===== src/rtl/lcd_refresh_arb.sv =====
// lcd_refresh_arb: two-requester character-memory write arbiter
// plus refresh launcher with holdoff and busy-timeout for an LCD driver.

module lcd_refresh_arb #(
    parameter int REFRESH_MIN  = 2500,
    parameter int BUSY_TIMEOUT = 8
) (
    input  logic       clk,
    input  logic       rst,
    input  logic       a_req,
    input  logic [1:0] a_row,
    input  logic [3:0] a_col,
    input  logic [7:0] a_char,
    output logic       a_gnt,
    input  logic       b_req,
    input  logic [1:0] b_row,
    input  logic [3:0] b_col,
    input  logic [7:0] b_char,
    output logic       b_gnt,
    output logic       wr_en,
    output logic [5:0] wr_addr,
    output logic [7:0] wr_data,
    output logic       trg,
    input  logic       busy,
    input  logic       frc,
    output logic       pend,
    output logic       err
);

    localparam int HW =
        (REFRESH_MIN > 1) ? $clog2(REFRESH_MIN) : 1;
    localparam int TW =
        (BUSY_TIMEOUT > 1) ? $clog2(BUSY_TIMEOUT) : 1;
    localparam logic [HW-1:0] HOLD_LOAD =
        HW'(REFRESH_MIN - 1);
    localparam logic [TW-1:0] TMO_LAST =
        TW'(BUSY_TIMEOUT - 1);

    typedef enum logic [2:0] {
        IDLE,
        TRIG,
        WAIT_BUSY,
        WAIT_DONE,
        HOLDOFF
    } state_t;

    state_t        state;
    state_t        state_nx;
    logic [HW-1:0] hcnt;
    logic [HW-1:0] hcnt_nx;
    logic [TW-1:0] tcnt;
    logic [TW-1:0] tcnt_nx;
    logic          dirty;
    logic          dirty_nx;
    logic          err_nx;
    logic          last_b;
    logic          win;
    logic          ga;
    logic          gb;
    logic          gany;

    // Write window and round-robin pick of one requester
    always_comb begin
        win = ((state == IDLE) || (state == HOLDOFF)) && !busy;
        ga  = 1'b0;
        gb  = 1'b0;
        if (win) begin
            if (a_req && b_req) begin
                ga = last_b;
                gb = !last_b;
            end else begin
                ga = a_req;
                gb = b_req;
            end
        end
        gany = ga | gb;
    end

    // Refresh sequencing: next state, counters, dirty/err, trg
    always_comb begin
        state_nx = state;
        hcnt_nx  = hcnt;
        tcnt_nx  = tcnt;
        dirty_nx = dirty | gany | frc;
        err_nx   = err;
        trg      = 1'b0;
        case (state)
            IDLE: begin
                if (dirty && !busy && !gany) begin
                    state_nx = TRIG;
                end
            end
            TRIG: begin
                trg      = 1'b1;
                dirty_nx = frc;
                tcnt_nx  = '0;
                state_nx = WAIT_BUSY;
            end
            WAIT_BUSY: begin
                if (busy) begin
                    state_nx = WAIT_DONE;
                end else if (tcnt == TMO_LAST) begin
                    err_nx   = 1'b1;
                    dirty_nx = 1'b1;
                    state_nx = IDLE;
                end else begin
                    tcnt_nx = tcnt + TW'(1);
                end
            end
            WAIT_DONE: begin
                if (!busy) begin
                    hcnt_nx  = HOLD_LOAD;
                    state_nx = HOLDOFF;
                end
            end
            HOLDOFF: begin
                if (hcnt == '0) begin
                    state_nx = IDLE;
                end else begin
                    hcnt_nx = hcnt - HW'(1);
                end
            end
            default: begin
                state_nx = IDLE;
            end
        endcase
    end

    // Controller state, counters, flags and round-robin pointer
    always_ff @(posedge clk or negedge rst) begin
        if (!rst) begin
            state  <= IDLE;
            hcnt   <= '0;
            tcnt   <= '0;
            dirty  <= 1'b0;
            err    <= 1'b0;
            last_b <= 1'b1;
        end else begin
            state <= state_nx;
            hcnt  <= hcnt_nx;
            tcnt  <= tcnt_nx;
            dirty <= dirty_nx;
            err   <= err_nx;
            if (gany) begin
                last_b <= gb;
            end
        end
    end

    // Registered one-cycle grant and memory write
    always_ff @(posedge clk or negedge rst) begin
        if (!rst) begin
            a_gnt   <= 1'b0;
            b_gnt   <= 1'b0;
            wr_en   <= 1'b0;
            wr_addr <= '0;
            wr_data <= '0;
        end else begin
            a_gnt <= ga;
            b_gnt <= gb;
            wr_en <= gany;
            if (gb) begin
                wr_addr <= {b_row, b_col};
                wr_data <= b_char;
            end else if (ga) begin
                wr_addr <= {a_row, a_col};
                wr_data <= a_char;
            end else begin
                wr_addr <= '0;
                wr_data <= '0;
            end
        end
    end

    assign pend = dirty;

endmodule


===== config.mk =====
export PLATFORM = sky130hd
export DESIGN_NAME = lcd_refresh_arb
export DESIGN_NICKNAME = d
export VERILOG_FILES = /design/src/rtl/lcd_refresh_arb.sv
export SDC_FILE = /design/constraint.sdc
export NUM_CORES = 1
export LEC_CHECK = 0
export CORE_MARGIN = 8
export CORE_UTILIZATION = 38
export DETAILED_ROUTE_END_ITERATION = 10
export PLACE_DENSITY_LB_ADDON = 0.1
export RECOVER_POWER = 25
export SYNTH_ARGS = -nofsm -noshare
export SYNTH_HDL_FRONTEND = slang
export SYNTH_SLANG_ARGS = --single-unit

===== constraint.sdc =====
create_clock -name clk -period 3.7 [get_ports clk]
set_input_delay 0.925 -clock clk [delete_from_list [all_inputs] [get_ports clk]]
set_output_delay 0.925 -clock clk [all_outputs]
set_load 0.02 [all_outputs]

==> results.rst, run 1 <==
.. list-table::
   :header-rows: 1

   * - Metric
     - Value
   * - Remaining antenna violation count after routing
     - 0
   * - Register-to-register path setup slack
     - 1.57 ns
   * - Sequential fraction of the synthesis area
     - 0.559
   * - Switching share of power
     - 0.332
   * - Drt drc
     - 0
   * - Post-CTS setup buffers
     - 0
   * - Final setup vio count
     - 0
   * - First-pass GRT wire length
     - 6.85 mm
   * - Post-layout minimum cycle time
     - between 2 and 3 ns
   * - EDFF count, synth
     - 0
   * - Port Buf Inserts
     - 53
   * - Die width
     - just over 80 microns
   * - Core region area
     - approximately 0.0043 sq mm
   * - Filler cell count in the final layout
     - between 300 and 400
   * - Die area
     - around 0.0069 sq mm
   * - Number of library cell types mapped by synthesis
     - 40
   * - Launch point of the critical path
     - state[1]$_DFFE_PN0P_
   * - Layout Skew
     - around 0.0046 ns
   * - Largest fanout of any net on the critical path
     - 10
   * - WP data arrival
     - 1.73 ns
   * - Via count of the first global-routing pass
     - around 1.5k
   * - Fraction of final layout cells sized beyond drive strength 1
     - 0.0676
   * - Remaining global-route overflow
     - 0
   * - Top delay family on crit path
     - buffers and inverters
   * - Setup crit start kind
     - flip-flop
   * - Total half-perimeter wirelength after legalization and detailed placement
     - 3.03 mm
   * - CP peak stage delay
     - around 0.60 ns
   * - Cell Pwr Density
     - between 500 and 600 mW/mm^2
   * - Standby leakage power
     - just over 1 nW
   * - Min-Delay Endpoint
     - err$_DFFE_PN0P_
   * - Maximum root-to-sink buffer count
     - 2
   * - Clock Sinks
     - 38
   * - RSZ-0062 raised after global routing
     - no
   * - Proportion of power drawn by combinational gates
     - 0.310
   * - Worst hold path type
     - flip-flop to flip-flop
   * - Register share of total power
     - 0.449
   * - Cell Rows
     - 24
   * - Clk root buf
     - clkbuf_8
   * - Clock transition at path regs
     - 0.07 ns
   * - Data required time at the worst endpoint
     - about 2.8 ns
   * - Clock Power Share
     - 0.241
   * - Synthesized area per cell
     - around 11 sq um
   * - Slowest cell on crit path
     - clkdlybuf4s50_1
   * - Worst Path Buf+Inv
     - 2
   * - Internal
     - 0.917 mW
   * - Launch instance of the worst register-to-register path
     - hcnt[0]$_DFFE_PN0P_
   * - Worst flop-to-flop path endpoint
     - hcnt[0]$_DFFE_PN0P_
   * - Setup CP Type
     - flip-flop to output port
   * - DP Worst Slack
     - 1.02 ns
   * - Failing checks
     - max-capacitance violations, max-slew violations
   * - Final Max Slew Viols
     - 39
   * - Antenna violations before repair
     - 0
   * - Cts repair resizes
     - 0
   * - Global placement routability congestion
     - roughly 0.74
   * - Detail-routed net length per standard cell
     - around 16 microns
   * - Depth of the CTS H-tree
     - 2
   * - Post-synthesis net count
     - 193
   * - Max IR drop VDD
     - between 0.2 and 0.3 mV
   * - Slew @ Worst Pin
     - 2.00 ns
   * - CTS Hold Buffers Added
     - 0
   * - Finished Core Util
     - 0.545
   * - First DRT Iteration DRCs
     - 37
   * - Total power
     - around 1.4 mW
   * - Cell Area, Synth
     - about 0.0017 sq mm
   * - Worst hold path startpoint
     - err$_DFFE_PN0P_
   * - Final-layout setup total negative slack
     - 0 ns
   * - Number of cells on the worst hold path
     - 1
   * - Worst Reg2Reg Path Length in Cells
     - 6
   * - Kind of capture point of the worst setup path
     - output port
   * - Switching component of the power
     - about 0.45 mW
   * - Hold violation count in the final report
     - 0
   * - Share of flip-flops with an asynchronous set or reset
     - 1.00
   * - Cell count after synthesis
     - about 160
   * - DR pass1 iterations
     - 4
   * - #FFs+latches synth
     - 38
   * - # diodes
     - 0
   * - Clock tree from TritonCTS
     - done
   * - Nets@finish
     - 243
   * - Worst slew slack as a fraction of its limit
     - -0.334
   * - Crit. path cell count
     - 4
   * - Fmax
     - 0.377 GHz
   * - Most common flop cell mapped by yosys
     - dfrtp_1
   * - Top-Level Pins
     - 54
   * - TritonCTS buffer count
     - 5
   * - Status
     - finished, violations left
   * - Layout Area Growth over Synthesis
     - 38.3%
   * - Post-DR vias/cell
     - around 5.5
   * - Max capacitance violation total
     - 1
   * - Clock insertion delay at the later pin of the skew report
     - just under 0.3 ns
   * - GRT Total Usage
     - 0.120
   * - Vert. Die Dim
     - 83.0 microns
   * - Fin crit share
     - 0.717
   * - Maximum number of pins on one net before global-route repair
     - 39
   * - Final Worst Setup Slack
     - around 1.0 ns
   * - Critical-path cell list
     - nor2_1, nand2_1, inv_1, clkdlybuf4s50_1
   * - Starting Density
     - 0.394
   * - Yosys synthesis warning count
     - 0
   * - DR vias
     - about 1.4k
   * - Routed wire length
     - approximately 4.1 mm
power groups by stage:
stage | clock network [mW] | registers, mW | logic (mW)
floorplan | 0 | 0.628 | 0.252
global placement | 0 | 0.613 | 0.416
detailed placement | 0 | 0.622 | 0.431
CTS | 0.342 | 0.615 | 0.434
global route | 0.359 | 0.633 | 0.474
finish | 0.331 | 0.615 | 0.425
per-stage QoR:
| step | cells | hold slack [ns] | cell area (sq um) |
|---|---|---|---|
| 2_1_floorplan | 156 | 0.455 | 1700 |
| 3_3_place_gp | 251 | 0.450 | 2250 |
| 3_5_place_dp | 251 | 0.459 | 2250 |
| 4_1_cts | 259 | 0.481 | 2360 |
| 5_1_grt | 259 | 0.504 | 2360 |
| 6_report | 259 | 0.476 | 2360 |
state kept, by name, indices dropped and copies added, names as in the netlist:
name,flops
b_gnt,1
last_b,1
state,3
wr_data,8
wr_addr,6
pend,1
wr_en,1
a_gnt,1
err,1
hcnt,12
tcnt,3
per-layer routing:
| layer | vias up | GRT usage | part of all wire |
|---|---|---|---|
| li1 | 679 | - | - |
| met4 | 0 | 0.0479 | 0.015 |
| met3 | 5 | 0.0654 | 0.11 |
| met2 | 51 | 0.194 | 0.46 |
| met1 | 678 | 0.128 | 0.42 |
| met5 | - | 0 | 0 |
cells by family after synthesis:
family                     after synthesis  share of synthesized area
and+or+nand+nor                         57                      0.195
AOI/OAI and AO/OA                       40                      0.167
DFF                                     38                      0.559
buffers and inverters                   15                     0.0389
muxes                                    3                     0.0184
adders and majority gates                3                     0.0220
cells in the mapped netlist, types with 3 or more instances:
library cell  count  area share
and3_1            3       0.011
nor2_1           10       0.022
nand2_1          12       0.026
or4_1             5       0.022
nor4_1            3       0.011
inv_1             5       0.011
nor3b_1           3       0.013
or3_1             4       0.015
clkbuf_1          7       0.015
dfrtp_1          37        0.54
a21oi_1           5       0.015
a22o_1           14       0.072
o21ai_0           9       0.026
o31ai_1           4       0.018
ha_1              3       0.022
cells in the final DEF (no fill, tap or decap), types with 2 or more instances in the layout:
cell type / n
dfrtp_1: 37
nor4_1: 3
and3_1: 3
mux2i_1: 2
nand3_1: 2
o31ai_1: 4
nor3b_1: 3
or3_1: 4
inv_1: 5
nor2b_1: 2
nand2b_1: 2
ha_1: 3
a22o_1: 14
nor3_1: 2
nand4_1: 2
a21oi_1: 5
clkdlybuf4s50_1: 52
o21ai_0: 9
or4_1: 5
nand2_1: 12
clkbuf_8: 8
nor2_1: 10
worst max-delay path by stage:
stage,end,slack [ns]
5_1_grt,wr_addr[5]$_DFF_PN0_,0.92
3_3_place_gp,pend$_DFF_PN0_,1.07
6_report,trg,1.05
3_5_place_dp,wr_data[5]$_DFF_PN0_,1.02
2_1_floorplan,wr_addr[0]$_DFF_PN0_,1.62
4_1_cts,trg,1.04
cell type report:
class	count	area, sq um	share of cell area
inverters	5	18.8	0.00797
repair buffers	53	524	0.223
multi-input cells	103	686	0.291
well taps	52	65.1	0.0276
clock buffers	8	110	0.0467
flip-flops and latches	38	952	0.404
(Power assumes the default switching activity.)
==> inputs of run 2 (changes only) <==
==> constraint.sdc (replaced) <==
create_clock -name clk -period 2.5 [get_ports clk]
set_input_delay 0.625 -clock clk [delete_from_list [all_inputs] [get_ports clk]]
set_output_delay 0.625 -clock clk [all_outputs]
set_load 0.02 [all_outputs]
==> run 2 against run 1 <==
Worst setup slack worse by 0.90 ns. Largest power group unchanged. Core utilization is 0.20 points higher. Highest routed layer unchanged. Clock power rose by 31%. Register-to-register slack got worse by 1.2 ns. Sequential share of layout area shrank 0.15 points. Total power rose by 45%. The run now ends clean.
==> results.rst, run 2 (synthesis results as in run 1) <==
.. list-table::
   :header-rows: 1

   * - Metric
     - Value
   * - Vert. Die Dim
     - 83.0 microns
   * - CP peak stage delay
     - 0.60 ns
   * - Slew @ Worst Pin
     - 0.836 ns
   * - Setup crit start kind
     - flip-flop
   * - Data required time at the worst endpoint
     - between 1.5 and 2 ns
   * - First-pass GRT wire length
     - 7.00 mm
   * - Final Max Slew Viols
     - 0
   * - Hold violation count in the final report
     - 0
   * - Leading cell type in the layout, fill and taps excluded
     - clkdlybuf4s50_1
   * - CTS Hold Buffers Added
     - 0
   * - RSZ-0062 raised after global routing
     - no
   * - # diodes
     - 0
   * - Top flop regs
     - hcnt: 12 flops, wr_data: 8 flops, wr_addr: 6 flops
   * - Die area
     - 0.00688 sq mm
   * - First DRT Iteration DRCs
     - 96
   * - Max capacitance violation total
     - 0
   * - Post-layout minimum cycle time
     - 2.35 ns
   * - Most flop-heavy register
     - hcnt
   * - Clock tree from TritonCTS
     - done
   * - Placed instance area
     - 0.00227 sq mm
   * - Standby leakage power
     - 1.04 nW
   * - Depth of the CTS H-tree
     - 2
   * - GRT Total Usage
     - 0.122
   * - Worst flop-to-flop path endpoint
     - hcnt[9]$_DFFE_PN0P_
   * - Maximum number of pins on one net before global-route repair
     - 39
   * - Final Worst Setup Slack
     - between 0.1 and 0.15 ns
   * - TritonCTS buffer count
     - 5
   * - Maximum root-to-sink buffer count
     - 2
   * - Setup CP Type
     - flip-flop to output port
   * - Final standard cell count with taps included and fillers excluded
     - 262
   * - Clock insertion delay at the later pin of the skew report
     - 0.29 ns
   * - Status
     - finished clean
   * - Detail-routed net length per standard cell
     - 15.6 microns
   * - Fin crit share
     - 0.941
   * - Most frequent cells in the layout
     - 52 x clkdlybuf4s50_1, 37 x dfrtp_1, 14 x a22o_1
   * - Starting Density
     - 0.394
   * - Flip-flop count of the largest register, all copies and words added
     - 12
   * - Largest fanout of any net on the critical path
     - 10
   * - Launch instance of the worst register-to-register path
     - hcnt[2]$_DFFE_PN0P_
   * - Core region area
     - 0.00432 sq mm
   * - Routed wire length
     - 4.09 mm
   * - DR pass1 iterations
     - 4
   * - Remaining global-route overflow
     - 0
   * - Max IR drop VDD
     - between 0.3 and 0.4 mV
   * - Clock Sinks
     - 38
   * - Final-layout setup total negative slack
     - 0 ns
   * - Top delay family on crit path
     - buffers and inverters
   * - Drt drc
     - 0
   * - Critical-path cell list
     - nor2_1, nand2_1, inv_1, clkdlybuf4s50_1
   * - Fmax
     - between 0.4 and 0.5 GHz
   * - Kind of capture point of the worst setup path
     - output port
   * - Total power
     - roughly 2.0 mW
   * - Worst slew slack as a fraction of its limit
     - 0.443
   * - Layout Skew
     - around 0.0037 ns
   * - Remaining antenna violation count after routing
     - 0
   * - DP Worst Slack
     - around 0.21 ns
   * - Worst Reg2Reg Path Length in Cells
     - 4
   * - Top-Level Pins
     - 54
   * - Final setup vio count
     - 0
   * - Final design area excluding fillers
     - 0.00236 sq mm
   * - Cell Rows
     - 24
   * - Filler cell count in the final layout
     - between 300 and 400
   * - Clock transition at path regs
     - roughly 0.070 ns
   * - Nets@finish
     - approximately 250
   * - Fraction of final layout cells sized beyond drive strength 1
     - 0.0857
   * - Slowest cell on crit path
     - clkdlybuf4s50_1
   * - Clk root buf
     - clkbuf_8
   * - WP data arrival
     - 1.73 ns
   * - Register Area
     - 952 sq um
   * - Via count of the first global-routing pass
     - 1,516
   * - Antenna violations before repair
     - 0
   * - Combined area of the multi-input logic cells
     - around 690 sq um
   * - Post-DR vias/cell
     - approximately 5.5
   * - Cell Pwr Density
     - 839 mW/mm^2
   * - Finished Core Util
     - 0.547
   * - Total half-perimeter wirelength after legalization and detailed placement
     - around 3 mm
   * - Worst hold path type
     - primary input to async pin
   * - Worst Path Buf+Inv
     - 2
   * - Register-to-register path setup slack
     - 0.40 ns
   * - Port Buf Inserts
     - 53
   * - Number of cells in the design after placement
     - 254
   * - Cts repair resizes
     - 0
   * - Worst slack on hold paths
     - around 0.44 ns
   * - Die width
     - just over 80 microns
   * - Post-CTS setup buffers
     - 0
   * - DR vias
     - around 1.4k
   * - Layout Area Growth over Synthesis
     - 38.8%
   * - Global placement routability congestion
     - 0.750
==> run 2: layout make-up <==
type / count / area share
multi-input cells: 103 / 0.290
clock inverters: 2 / 0.00529
flip-flops and latches: 38 / 0.403
well taps: 52 / 0.0275
clock buffers: 6 / 0.0349
inverters: 5 / 0.00794
repair buffers: 56 / 0.232
==> run 2: report_power, final <==
| part | total, mW | switching [mW] | internal [mW] |
|---|---|---|---|
| combinational | 0.641 | 0.325 | 0.316 |
| sequential | 0.909 | 0.139 | 0.770 |
| clock | 0.433 | 0.212 | 0.221 |
==> run 2: worst reg2reg max path, delay by kind of cell (launching register included) <==
family / cells / cell delay [ns]
AND/OR/NAND/NOR: 3 / 1.45
AO/OA/AOI/OAI: 1 / 0.14
flip-flops: 1 / 0.43
==> run 2: worst max path at each step <==
stage	start	depth (start not counted)	endpoint	slack (ns)
detailed placement	busy	5	hcnt[2]$_DFFE_PN0P_	0.21
finish	state[1]$_DFFE_PN0P_	4	trg	0.15
global route	state[1]$_DFFE_PN0P_	4	trg	0.05
global placement	busy	5	hcnt[2]$_DFFE_PN0P_	0.24
CTS	state[1]$_DFFE_PN0P_	4	trg	0.14
floorplan	state[1]$_DFFE_PN0P_	6	hcnt[9]$_DFFE_PN0P_	0.51
==> run 2: metal layers <==
layer,track usage,up-vias,share of wire
met5,0,-,0
met4,0.0479,0,0.0056
met3,0.0742,4,0.11
met2,0.189,47,0.49
met1,0.133,697,0.40
li1,-,680,-
==> inputs of run 3 (changes only) <==
--- a/config.mk
+++ b/config.mk
@@ -5,8 +5,10 @@
 export SDC_FILE = /design/constraint.sdc
 export NUM_CORES = 1
 export LEC_CHECK = 0
+export CAP_MARGIN = 20
 export CORE_MARGIN = 8
 export CORE_UTILIZATION = 38
+export CTS_CLUSTER_SIZE = 16
 export DETAILED_ROUTE_END_ITERATION = 10
 export PLACE_DENSITY_LB_ADDON = 0.1
 export RECOVER_POWER = 25
==> results of run 3 <==
The final DEF is identical to that of run 2; final timing and power are the same.
